**src/rtl/rf_write_port_arbiter.sv**
```systemverilog
// Arbitrates the RegisterFile write port between WB and a multi-cycle unit, with an MC pending scoreboard.
// Optional build macro RF_R0_ZERO_EN makes R0 read-only-zero: its writes are acked but never committed.
module rf_write_port_arbiter #(
  parameter int NREG         = 32,
  parameter int AW           = 5,
  parameter int DW           = 32,
  parameter int STARVE_LIMIT = 4,
  parameter int CW           = 3
) (
  input  logic          clk,
  input  logic          reset,
  input  logic          wb_valid,
  input  logic [AW-1:0] wb_rdst,
  input  logic [DW-1:0] wb_data,
  input  logic          mc_req,
  input  logic [AW-1:0] mc_rdst,
  input  logic [DW-1:0] mc_data,
  output logic          mc_ack,
  input  logic          iss_mc,
  input  logic [AW-1:0] iss_rdst,
  input  logic          use_rs1,
  input  logic [AW-1:0] rs1,
  input  logic          use_rs2,
  input  logic [AW-1:0] rs2,
  input  logic [AW-1:0] dec_rdst,
  input  logic          dec_wr,
  output logic          dec_stall,
  output logic          stall,
  output logic [AW-1:0] Rdst,
  output logic [DW-1:0] RY,
  output logic          RF_WRITE
);

  localparam logic [0:0] ST_NORM  = 1'b0;
  localparam logic [0:0] ST_FORCE = 1'b1;

  logic [0:0]      r_state;
  logic [CW-1:0]   r_starve_cnt;
  logic [NREG-1:0] r_pending;
  logic            r_src_mc;

  logic            w_force;
  logic            w_gnt_wb;
  logic            w_gnt_mc;
  logic            w_lose;
  logic [AW-1:0]   w_wr_addr;
  logic [DW-1:0]   w_wr_data;
  logic            w_wr_zero;
  logic            w_iss_zero;
  logic [NREG-1:0] w_pend_nxt;

  // FORCE hands the port to MC unconditionally; NORM gives WB priority.
  assign w_force   = (r_state == ST_FORCE);
  assign w_gnt_wb  = !w_force && wb_valid;
  assign w_gnt_mc  = mc_req && (w_force || !wb_valid);
  assign w_lose    = !w_force && mc_req && !w_gnt_mc;
  assign w_wr_addr = w_gnt_mc ? mc_rdst : wb_rdst;
  assign w_wr_data = w_gnt_mc ? mc_data : wb_data;

`ifdef RF_R0_ZERO_EN
  assign w_wr_zero  = (w_wr_addr == '0);
  assign w_iss_zero = (iss_rdst == '0);
`else
  assign w_wr_zero  = 1'b0;
  assign w_iss_zero = 1'b0;
`endif

  assign mc_ack    = w_gnt_mc && !reset;
  assign stall     = w_force;
  assign dec_stall = stall | (use_rs1 & r_pending[rs1]) | (use_rs2 & r_pending[rs2])
                   | (dec_wr & r_pending[dec_rdst]);

  // Clear is applied before set so a same-edge issue to the committing register stays pending.
  always_comb begin
    w_pend_nxt = r_pending;
    if (RF_WRITE && r_src_mc)
      w_pend_nxt[Rdst] = 1'b0;
    if (iss_mc && !w_iss_zero)
      w_pend_nxt[iss_rdst] = 1'b1;
  end

  always_ff @(posedge clk) begin
    if (reset) begin
      r_state      <= ST_NORM;
      r_starve_cnt <= '0;
      r_pending    <= '0;
      r_src_mc     <= 1'b0;
      RF_WRITE     <= 1'b0;
      Rdst         <= '0;
      RY           <= '0;
    end else begin
      r_pending <= w_pend_nxt;
      RF_WRITE  <= (w_gnt_wb || w_gnt_mc) && !w_wr_zero;
      if (w_gnt_wb || w_gnt_mc) begin
        Rdst     <= w_wr_addr;
        RY       <= w_wr_data;
        r_src_mc <= w_gnt_mc;
      end
      if (w_force) begin
        r_state      <= ST_NORM;
        r_starve_cnt <= '0;
      end else if (w_lose) begin
        if (r_starve_cnt == CW'(STARVE_LIMIT - 1)) begin
          r_state      <= ST_FORCE;
          r_starve_cnt <= '0;
        end else begin
          r_starve_cnt <= r_starve_cnt + 1'b1;
        end
      end else begin
        r_starve_cnt <= '0;
      end
    end
  end

endmodule

```
**config.mk**
```make
export PLATFORM = sky130hd
export DESIGN_NAME = rf_write_port_arbiter
export DESIGN_NICKNAME = d
export VERILOG_FILES = /design/src/rtl/rf_write_port_arbiter.sv
export SDC_FILE = /design/constraint.sdc
export NUM_CORES = 1
export LEC_CHECK = 0
export BUFFER_PORTS_ARGS = -buffer_cell sky130_fd_sc_hd__buf_2
export CELL_PAD_IN_SITES_DETAIL_PLACEMENT = 1
export CELL_PAD_IN_SITES_GLOBAL_PLACEMENT = 2
export CORE_MARGIN = 8
export CORE_UTILIZATION = 31
export CTS_CLUSTER_DIAMETER = 200
export CTS_CLUSTER_SIZE = 16
export DETAILED_ROUTE_END_ITERATION = 8
export GPL_ROUTABILITY_DRIVEN = 0
export PLACE_DENSITY_LB_ADDON = 0.1
export REMOVE_ABC_BUFFERS = 1
export SLEW_MARGIN = 20
export SYNTH_ARGS = -nofsm -noshare
export SYNTH_HDL_FRONTEND = slang
export SYNTH_SLANG_ARGS = --single-unit
```
**constraint.sdc**
```tcl
create_clock -name clk -period 2.5 [get_ports clk]
set_input_delay 0.125 -clock clk [delete_from_list [all_inputs] [get_ports clk]]
set_output_delay 0.125 -clock clk [all_outputs]
set_load 0.1 [all_outputs]
```
Word-level counts from Yosys, hierarchy flattened
Index checks and enable logic that the tools add are counted.
{ "word_totals": {"inputBits": 102, "out_inout_bits": 41, "word_cells": 57, "ff_bits": 75} }
{ "classes": {"n_reduce_logical": 16, "magnitude_cmp": 7, "addsub": 1, "n_eq_ne": 1, "n_bitwise": 10, "n_mux": 15} }
{ "op_table": {"columns": ["operator", "n"], "rows": [
  ["$mux 32", 3],
  ["$and 32x32->32", 1],
  ["$not 32->32", 1],
  ["$or 32x32->32", 1],
  ["$lt 5x6->1 const B", 5],
  ["$bmux 1 s5", 3],
  ["$demux 1 s5", 2],
  ["$ge 5x1->1 const B", 2],
  ["$logic_and 1x1->1", 8],
  ["$mux 1", 6],
  ["$mux 5", 1],
  ["$logic_not 1->1", 4],
  ["$reduce_or 4->1", 1],
  ["$add 3x1->3 const B", 1],
  ["$and 1x1->1", 3],
  ["$eq 3x2->1 const B", 1],
  ["$or 1x1->1", 3],
  ["$reduce_or 3->1", 1],
  ["$logic_or 1x1->1", 2],
  ["$not 1->1", 1]
]} }

Logic depth before layout (Yosys ltp)
Gate-level depths: netlist of run 1.
{ "depth": {"ltp_word": 9, "mapped_depth": 6, "mapped_depth_nobuf": 5} }

Worst setup path after synthesis of run 1
OpenSTA, ideal clock, no wires.
{ "synth_path": {"path_type": "reg-to-output", "startpoint": "register r_state, in the netlist stall", "endpoint": "output port mc_ack", "path_stages_with_launch": 3, "slack_ps": -58, "required_ps": 2375, "arrival_time_ps": 2433, "n_path_buf": 0, "path_cell_list": "dfxtp_1 -> nor2b_1 -> nor2_1"} }
{ "synth_via": {"elab_chain_cells": 3} }
{ "synth_lines": {"columns": ["item", "line_no", "text"], "rows": [
  ["start: declaration", "37", "logic [0:0] r_state;"],
  ["start signal: assignment", "84", "r_state <= ST_NORM;"],
  ["start signal: assignment", "100", "r_state <= ST_NORM;"],
  ["start signal: assignment", "104", "r_state <= ST_FORCE;"],
  ["$logic_or 1x1->1", "55", "assign w_gnt_mc = mc_req && (w_force || !wb_valid);"],
  ["$logic_and 1x1->1", "55", null],
  ["$logic_and 1x1->1", "68", "assign mc_ack = w_gnt_mc && !reset;"],
  ["end: declaration", "18", "output logic mc_ack,"]
]} }
No other way between the ends.

Worst setup path in the final report of run 1
{ "layout_path": {"startpoint": "register r_pending[1]", "endpoint": "output port dec_stall"} }
{ "layout_via": {"elab_chain_cells": 6, "word_cells_on_any_way": 12, "classes_between": "mux: 6; bitwise: 6"} }
{ "layout_lines": {"columns": ["item", "line_no", "text"], "rows": [
  ["start: declaration", "39", "logic [NREG-1:0] r_pending;"],
  ["start signal: assignment", "92", "r_pending <= w_pend_nxt;"],
  ["$bmux 1 s5", "70", "assign dec_stall = stall | (use_rs1 & r_pending[rs1]) | (use_rs2 & r_pending[rs2])"],
  ["$mux 1 (implied by the code)", "70", null],
  ["$and 1x1->1", "70", null],
  ["$or 1x1->1 (2 in a row)", "70", null],
  ["$or 1x1->1 *", "71", "| (dec_wr & r_pending[dec_rdst]);"],
  ["end: declaration", "27", "output logic dec_stall,"]
]} }
Every way passes the cells marked *; elsewhere a longest branch is shown, timed or not. The select of a mux whose other input is x is not followed.

==> run_results.csv, run 1 <==
group,metric,value,unit
status,status,"finished, final reports clean",
synthesis,ys_ff_latch,75,
final_layout,area_growth,30.6,%
placed_design,dpl_cell_area,4770,um^2
synthesis,synth_top_family_by_area,"multiplexers",
final_layout,stdcell_area,5140,um^2
timing,maxSlewViolCount,0,
worst_setup_path,critical_path.cell_chain,"mux4_1 > mux4_2 > and3b_1 > a31oi_1 > nand3_1 > buf_6",
clock_network,cts_tree,"built",
timing,final.period_utilization,95.8,%
synthesis,yosys-top-cells-count,"dfxtp_1, nor2_1, nand2_1",
global_route,antenna_found_initial,0,
clock_network,cts_made_buffers,9,
power_and_ir_drop,p_leak,2.21,nW
timing,fin_tns_setup,0,ns
synthesis,synthSimpleGateAreaFrac,14.5,%
detailed_routing,drt_iter0_drc,133,
synthesis,synth.cell_area,3930,um^2
synthesis,synthCells,419,
synthesis,seq_area_frac_synth,38.2,%
synthesis,synth.largest_area_cell,"dfxtp_1",
global_route,overflow,0,
floorplan,rows,41,
timing,timing.final.ws_setup,0.104,ns
floorplan,die-area,16600,um^2
timing,fin_crit,2.40,ns
worst_setup_path,critPathArrivalTime,2.27,ns
worst_setup_path,timing.critical_path.slowest_cell_delay,0.52,ns
synthesis,yosys_warnings,0,
placed_design,hpwlAfterDp,10300,um
worst_setup_path,critPathKind,"flip-flop to output port",
synthesis,ys_top_cells_by_area,"dfxtp_1, mux2i_1, mux4_2, a211oi_1, nor2_1",
clock_network,insertion_delay,0.33,ns
synthesis,synth-adder-area-share,0.636,%
timing,timing_hold_violations_final,0,
synthesis,synth_most_common_cell,"dfxtp_1",
worst_setup_path,start_kind,"flip-flop",
final_layout,drive_gt1_share,33.3,%
global_route,grt_pass1_wl,21800,um
timing,setup_violations,0,
synthesis,synth-xor-area-share,0,%
clock_network,clockBufferDepth,2,
synthesis,synth_flop_cell,"dfxtp_1",
floorplan,ios,143,
placed_design,pre_cts_ws,0.264,ns
power_and_ir_drop,power_density,711,nW/um^2
detailed_routing,routed_via_density,5.18,
worst_hold_path,whs_path_depth,3,
detailed_routing,drt-total-wl,13800,um
floorplan,initial_core_util,31.4,%
synthesis,synth-edff-count,0,
synthesis,synth.area.mux_share,26.2,%
placed_design,dp.cells,704,
timing,clock_skew,0.00573,ns
final_layout,diodes,0,
timing,fmax,417,MHz
timing,tightest_slew,0.804,ns
global_route,grt_max_degree,75,
worst_hold_path,min_path_type,"primary input to flip-flop",
final_layout,fill_cells,1525,
detailed_routing,drt_first_pass_iters,4,
floorplan,coreArea,12500,um^2
power_and_ir_drop,peakVddDrop,384,uV
global_route,grtUsageTotal,16.8,%
detailed_routing,drc,0,
synthesis,synth_cell_types,32,
detailed_routing,final_antenna_net_count,0,
synthesis,synth_compound_area_share,16.5,%
worst_setup_path,critPathCaptureType,"output port",
worst_setup_path,cp_max_fo,4,
floorplan,die_y,129,um
global_route,grt_pass1_vias,4119,
flow_run,max_cap_violations,0,
floorplan,die_w,129,um
clock_network,cts.clk_slew.worst_paths,0.06,ns
worst_setup_path,rr_worst_depth,3,
clock_network,cts_max_level,3,
synthesis,async_reset_ff_share,0,%
placed_design,portBuffers,142,
final_layout,nNetsFinal,647,
clock_network,ctsRootBufferMaster,"clkbuf_16",
final_layout,fin_cells,719,
timing,rsz0062_at_grt,"false",
detailed_routing,num_vias,3722,
clock_network,cts_sinks,75,
worst_setup_path,slowest_stage,"mux4_1",
synthesis,synth_area_per_cell,9.39,um^2
detailed_routing,wire_per_inst,19.2,um
synthesis,netlist.area_leader.share,38.2,%
timing,relSlewSlack,46.4,%
worst_setup_path,crit_required,2.38,ns
[layer usage]
| layer | global-route usage (%) | part of all wire, % |
|---|---|---|
| met5 | 0 | 0 |
| met4 | 7.26 | 1.9 |
| met3 | 6.99 | 8.8 |
| met2 | 26.5 | 47 |
| met1 | 19.6 | 43 |
[state kept, by name, summed over array words and instances, names as in the netlist]
signal        flops
RY               32
Rdst              5
r_starve_cnt      3
r_src_mc          1
stall             1
r_pending        32
RF_WRITE          1
[repair_timing]
item / 4_1_cts / 5_1_grt
resized for setup: 0 / 3
endpoints found under the setup margin: 0 / 1
hold buffers: 0 / 0
setup buffers: 0 / 0
[metrics by stage]
step	utilization, %	power [mW]	hold WS [ns]
after floorplan	-	1.83	0.194
after global placement	38.1	2.07	0.409
after detailed placement	38.1	2.08	0.413
after CTS	41.0	3.70	0.0654
after global routing	41.0	3.79	0.0767
final	41.0	3.65	0.0727
[critical path: cells and delay by family, from the launching register on]
kind	cells	cell delay [ns]
and+or+nand+nor	2	0.29
muxes	2	0.98
AOI/OAI and AO/OA	1	0.13
buffers and inverters	1	0.20
DFF	1	0.34
[cells by family (layout without fill, tap and decap cells)]
group,count (synthesis),after routing
compound gates,108,108
simple gates,128,128
fa+ha+maj,2,2
mux,69,69
flops,75,75
buf+inv,37,165
[worst paths after layout]
path              slack (ns)            start              end
setup / recovery        0.10     r_pending[1]        dec_stall
hold / removal          0.07      wb_data[14]           RY[14]
setup reg to reg        1.01          Rdst[2]     r_pending[4]
hold reg to reg         0.42  r_starve_cnt[0]  r_starve_cnt[0]
[layout by cell type, fill, tap and decap left out, types with 2 or more instances in the layout]
cell type / count
or3_1: 3
mux4_1: 7
a211oi_1: 39
nand2_1: 44
nand2b_1: 2
nand3_1: 3
and3_1: 2
ha_1: 2
nor2_1: 54
mux4_2: 18
nor3_1: 3
mux2i_1: 43
nor3b_1: 4
nand3b_1: 3
buf_2: 141
clkbuf_16: 9
a21oi_1: 32
nor2b_1: 2
bufinv_16: 4
buf_4: 3
o21ai_0: 33
and3b_1: 3
inv_1: 4
dfxtp_1: 75
nand4b_1: 2
[power by group]
group / internal (mW) / switching [mW] / leakage (nW)
combinational: 0.197 / 0.561 / 1.42
sequential: 1.25 / 0.0420 / 0.616
clock: 1.10 / 0.507 / 0.179
[final cells by class]
type / count / area, um^2 / share of cell area [%]
clock buffers: 10 / 239 / 4.65
flip-flops and latches: 75 / 1500 / 29.2
multi-input cells: 307 / 2280 / 44.4
repair buffers: 146 / 759 / 14.8
clock inverters: 5 / 125 / 2.44
well taps: 172 / 215 / 4.19
inverters: 4 / 15.0 / 0.292
Power figures use the tool's default switching activity.
==> run 2, diff against run 1 <==
==> constraint.sdc (replaced) <==
create_clock -name clk -period 2.5 [get_ports clk]
set_input_delay 0.125 -clock clk [delete_from_list [all_inputs] [get_ports clk]]
set_output_delay 0.125 -clock clk [all_outputs]
set_load 0.05 [all_outputs]
==> run 2 against run 1 <==
Against the previous run: maximum frequency grew 0.60%; design area is 1.1% lower; count of clock-buffer cells in the layout is 5 higher; wire length decreased by 2.1%; non-clock buffer count grew 1; power shrank 14%; global-route usage is essentially flat; first-iteration DRC count rose by 60%; die area is the same; via count is 0.75% higher; clock skew decreased by 0.0019 ns.
==> run_results.csv, run 2 (synthesis gave the netlist of run 1 again) <==
group,metric,value,unit
power_and_ir_drop,pwr-share-seq,41.2,%
power_and_ir_drop,combPwrFrac,18.3,%
final_layout,drive_gt1_share,33.2,%
worst_setup_path,critPathCaptureType,"output port",
power_and_ir_drop,sw_frac_of_total,29.0,%
final_layout,fin_cells,721,
clock_network,cts_resized,0,
worst_setup_path,start_kind,"flip-flop",
global_route,grtUsageTotal,16.8,%
global_route,grt_pass1_wl,21900,um
detailed_routing,drt-total-wl,13500,um
floorplan,ios,143,
floorplan,coreArea,12500,um^2
clock_network,cts_sinks,75,
final_layout,stdcell_area,5080,um^2
clock_network,cts.clk_slew.worst_paths,0.06,ns
global_route,antenna_found_initial,0,
timing,hold_ws,0.0748,ns
placed_design,dpl_cell_area,4790,um^2
timing,timing.final.ws_setup,0.119,ns
worst_setup_path,r2r_end,"r_pending[7]",
status,status,"finished, final reports clean",
worst_setup_path,reg2reg_from,"Rdst[2]",
final_layout,nNetsFinal,648,
final_layout,final_cell_mix,"buf_2, dfxtp_1, nor2_1, nand2_1, mux2i_1",
worst_hold_path,whs_path_depth,3,
power_and_ir_drop,power_density,618,nW/um^2
global_route,overflow,0,
final_layout,reg_top3,"RY (32), r_pending (32), Rdst (5)",
placed_design,pre_cts_ws,0.343,ns
timing,clock_skew,0.00387,ns
timing,fin_crit,2.38,ns
worst_setup_path,rr_worst_depth,3,
flow_run,max_cap_violations,0,
final_layout,fin_util,40.6,%
floorplan,initial_core_util,31.4,%
detailed_routing,drc,0,
clock_network,cts_made_buffers,9,
final_layout,final_common_cell,"buf_2",
timing,timing_hold_violations_final,0,
power_and_ir_drop,p_total,3.14,mW
clock_network,cts_max_level,3,
timing,fin_tns_setup,0,ns
worst_setup_path,critPathArrivalTime,2.26,ns
detailed_routing,drt_iter0_drc,213,
clock_network,insertion_delay,0.34,ns
power_and_ir_drop,p_leak,2.19,nW
final_layout,area_growth,29.1,%
global_route,grt_pass1_vias,4198,
worst_hold_path,min_from,"wb_data[0]",
timing,setup_violations,0,
detailed_routing,num_vias,3750,
worst_setup_path,rrSetupSlack,0.99,ns
timing,fmax,420,MHz
clock_network,clockBufferDepth,2,
placed_design,hpwlAfterDp,10500,um
floorplan,die_y,129,um
power_and_ir_drop,power.share.clock,40.5,%
timing,relSlewSlack,51.3,%
worst_hold_path,min_path_type,"primary input to flip-flop",
final_layout,diodes,0,
clock_network,cts_setup_buffers,0,
power_and_ir_drop,peakVddDrop,248,uV
floorplan,die-area,16600,um^2
power_and_ir_drop,p_switching,910,uW
power_and_ir_drop,p_int,2.23,mW
clock_network,cts-hold-fix-buffers,0,
worst_setup_path,crit_required,2.38,ns
detailed_routing,drt_first_pass_iters,4,
worst_setup_path,critPathKind,"flip-flop to output port",
detailed_routing,wire_per_inst,18.8,um
timing,rsz0062_at_grt,"false",
placed_design,dp.cells,705,
global_route,grt_max_degree,77,
timing,tightest_slew,0.728,ns
placed_design,portBuffers,142,
timing,final.period_utilization,95.3,%
floorplan,die_w,129,um
detailed_routing,routed_via_density,5.20,
clock_network,cts_tree,"built",
clock_network,ctsRootBufferMaster,"clkbuf_16",
detailed_routing,final_antenna_net_count,0,
worst_hold_path,holdPathEnd,"RY[0]",
floorplan,rows,41,
timing,maxSlewViolCount,0,
worst_setup_path,cp_max_fo,4,
-- run 2: worst max-delay path, stage by stage, from the launching register on --
cell and delay [ns]:
dfxtp_1 0.33, mux4_1 0.51, mux4_2 0.45, and3b_1 0.19
a31oi_1 0.14, nand3_1 0.08, buf_2 0.22
-- run 2: layout make-up --
cell class,instances,area (um^2)
fill,1521,7440
multi-input combinational,307,2280
sequential,75,1500
timing repair buffer,147,773
clock buffer,15,288
tap,172,215
inverter,4,15.0
clock inverter,1,5.00
-- run 2: routing by layer --
layer	track usage, %	vias to the layer above	wire length, um
met1	19.5	1804	5790
li1	-	1798	-
met3	8.77	16	1380
met2	26.3	132	6140
met5	0	-	0
met4	5.25	0	218
-- run 2: worst max path at each step --
stage,startpoint,end,slack [ns],depth (start not counted)
floorplan,stall,r_starve_cnt[0],-0.03,3
global placement,dec_rdst[0],dec_stall,0.38,7
detailed placement,dec_rdst[0],dec_stall,0.34,7
CTS,r_pending[3],dec_stall,0.11,6
global route,r_pending[3],dec_stall,0.05,6
finish,r_pending[3],dec_stall,0.12,6
-- run 2: power groups by stage --
| stage | clock [mW] | sequential [mW] | combinational (mW) |
|---|---|---|---|
| after floorplan | 0 | 1.47 | 0.174 |
| after global placement | 0 | 1.31 | 0.571 |
| after detailed placement | 0 | 1.32 | 0.582 |
| after CTS | 1.32 | 1.29 | 0.583 |
| after global routing | 1.38 | 1.30 | 0.621 |
| final | 1.27 | 1.29 | 0.574 |
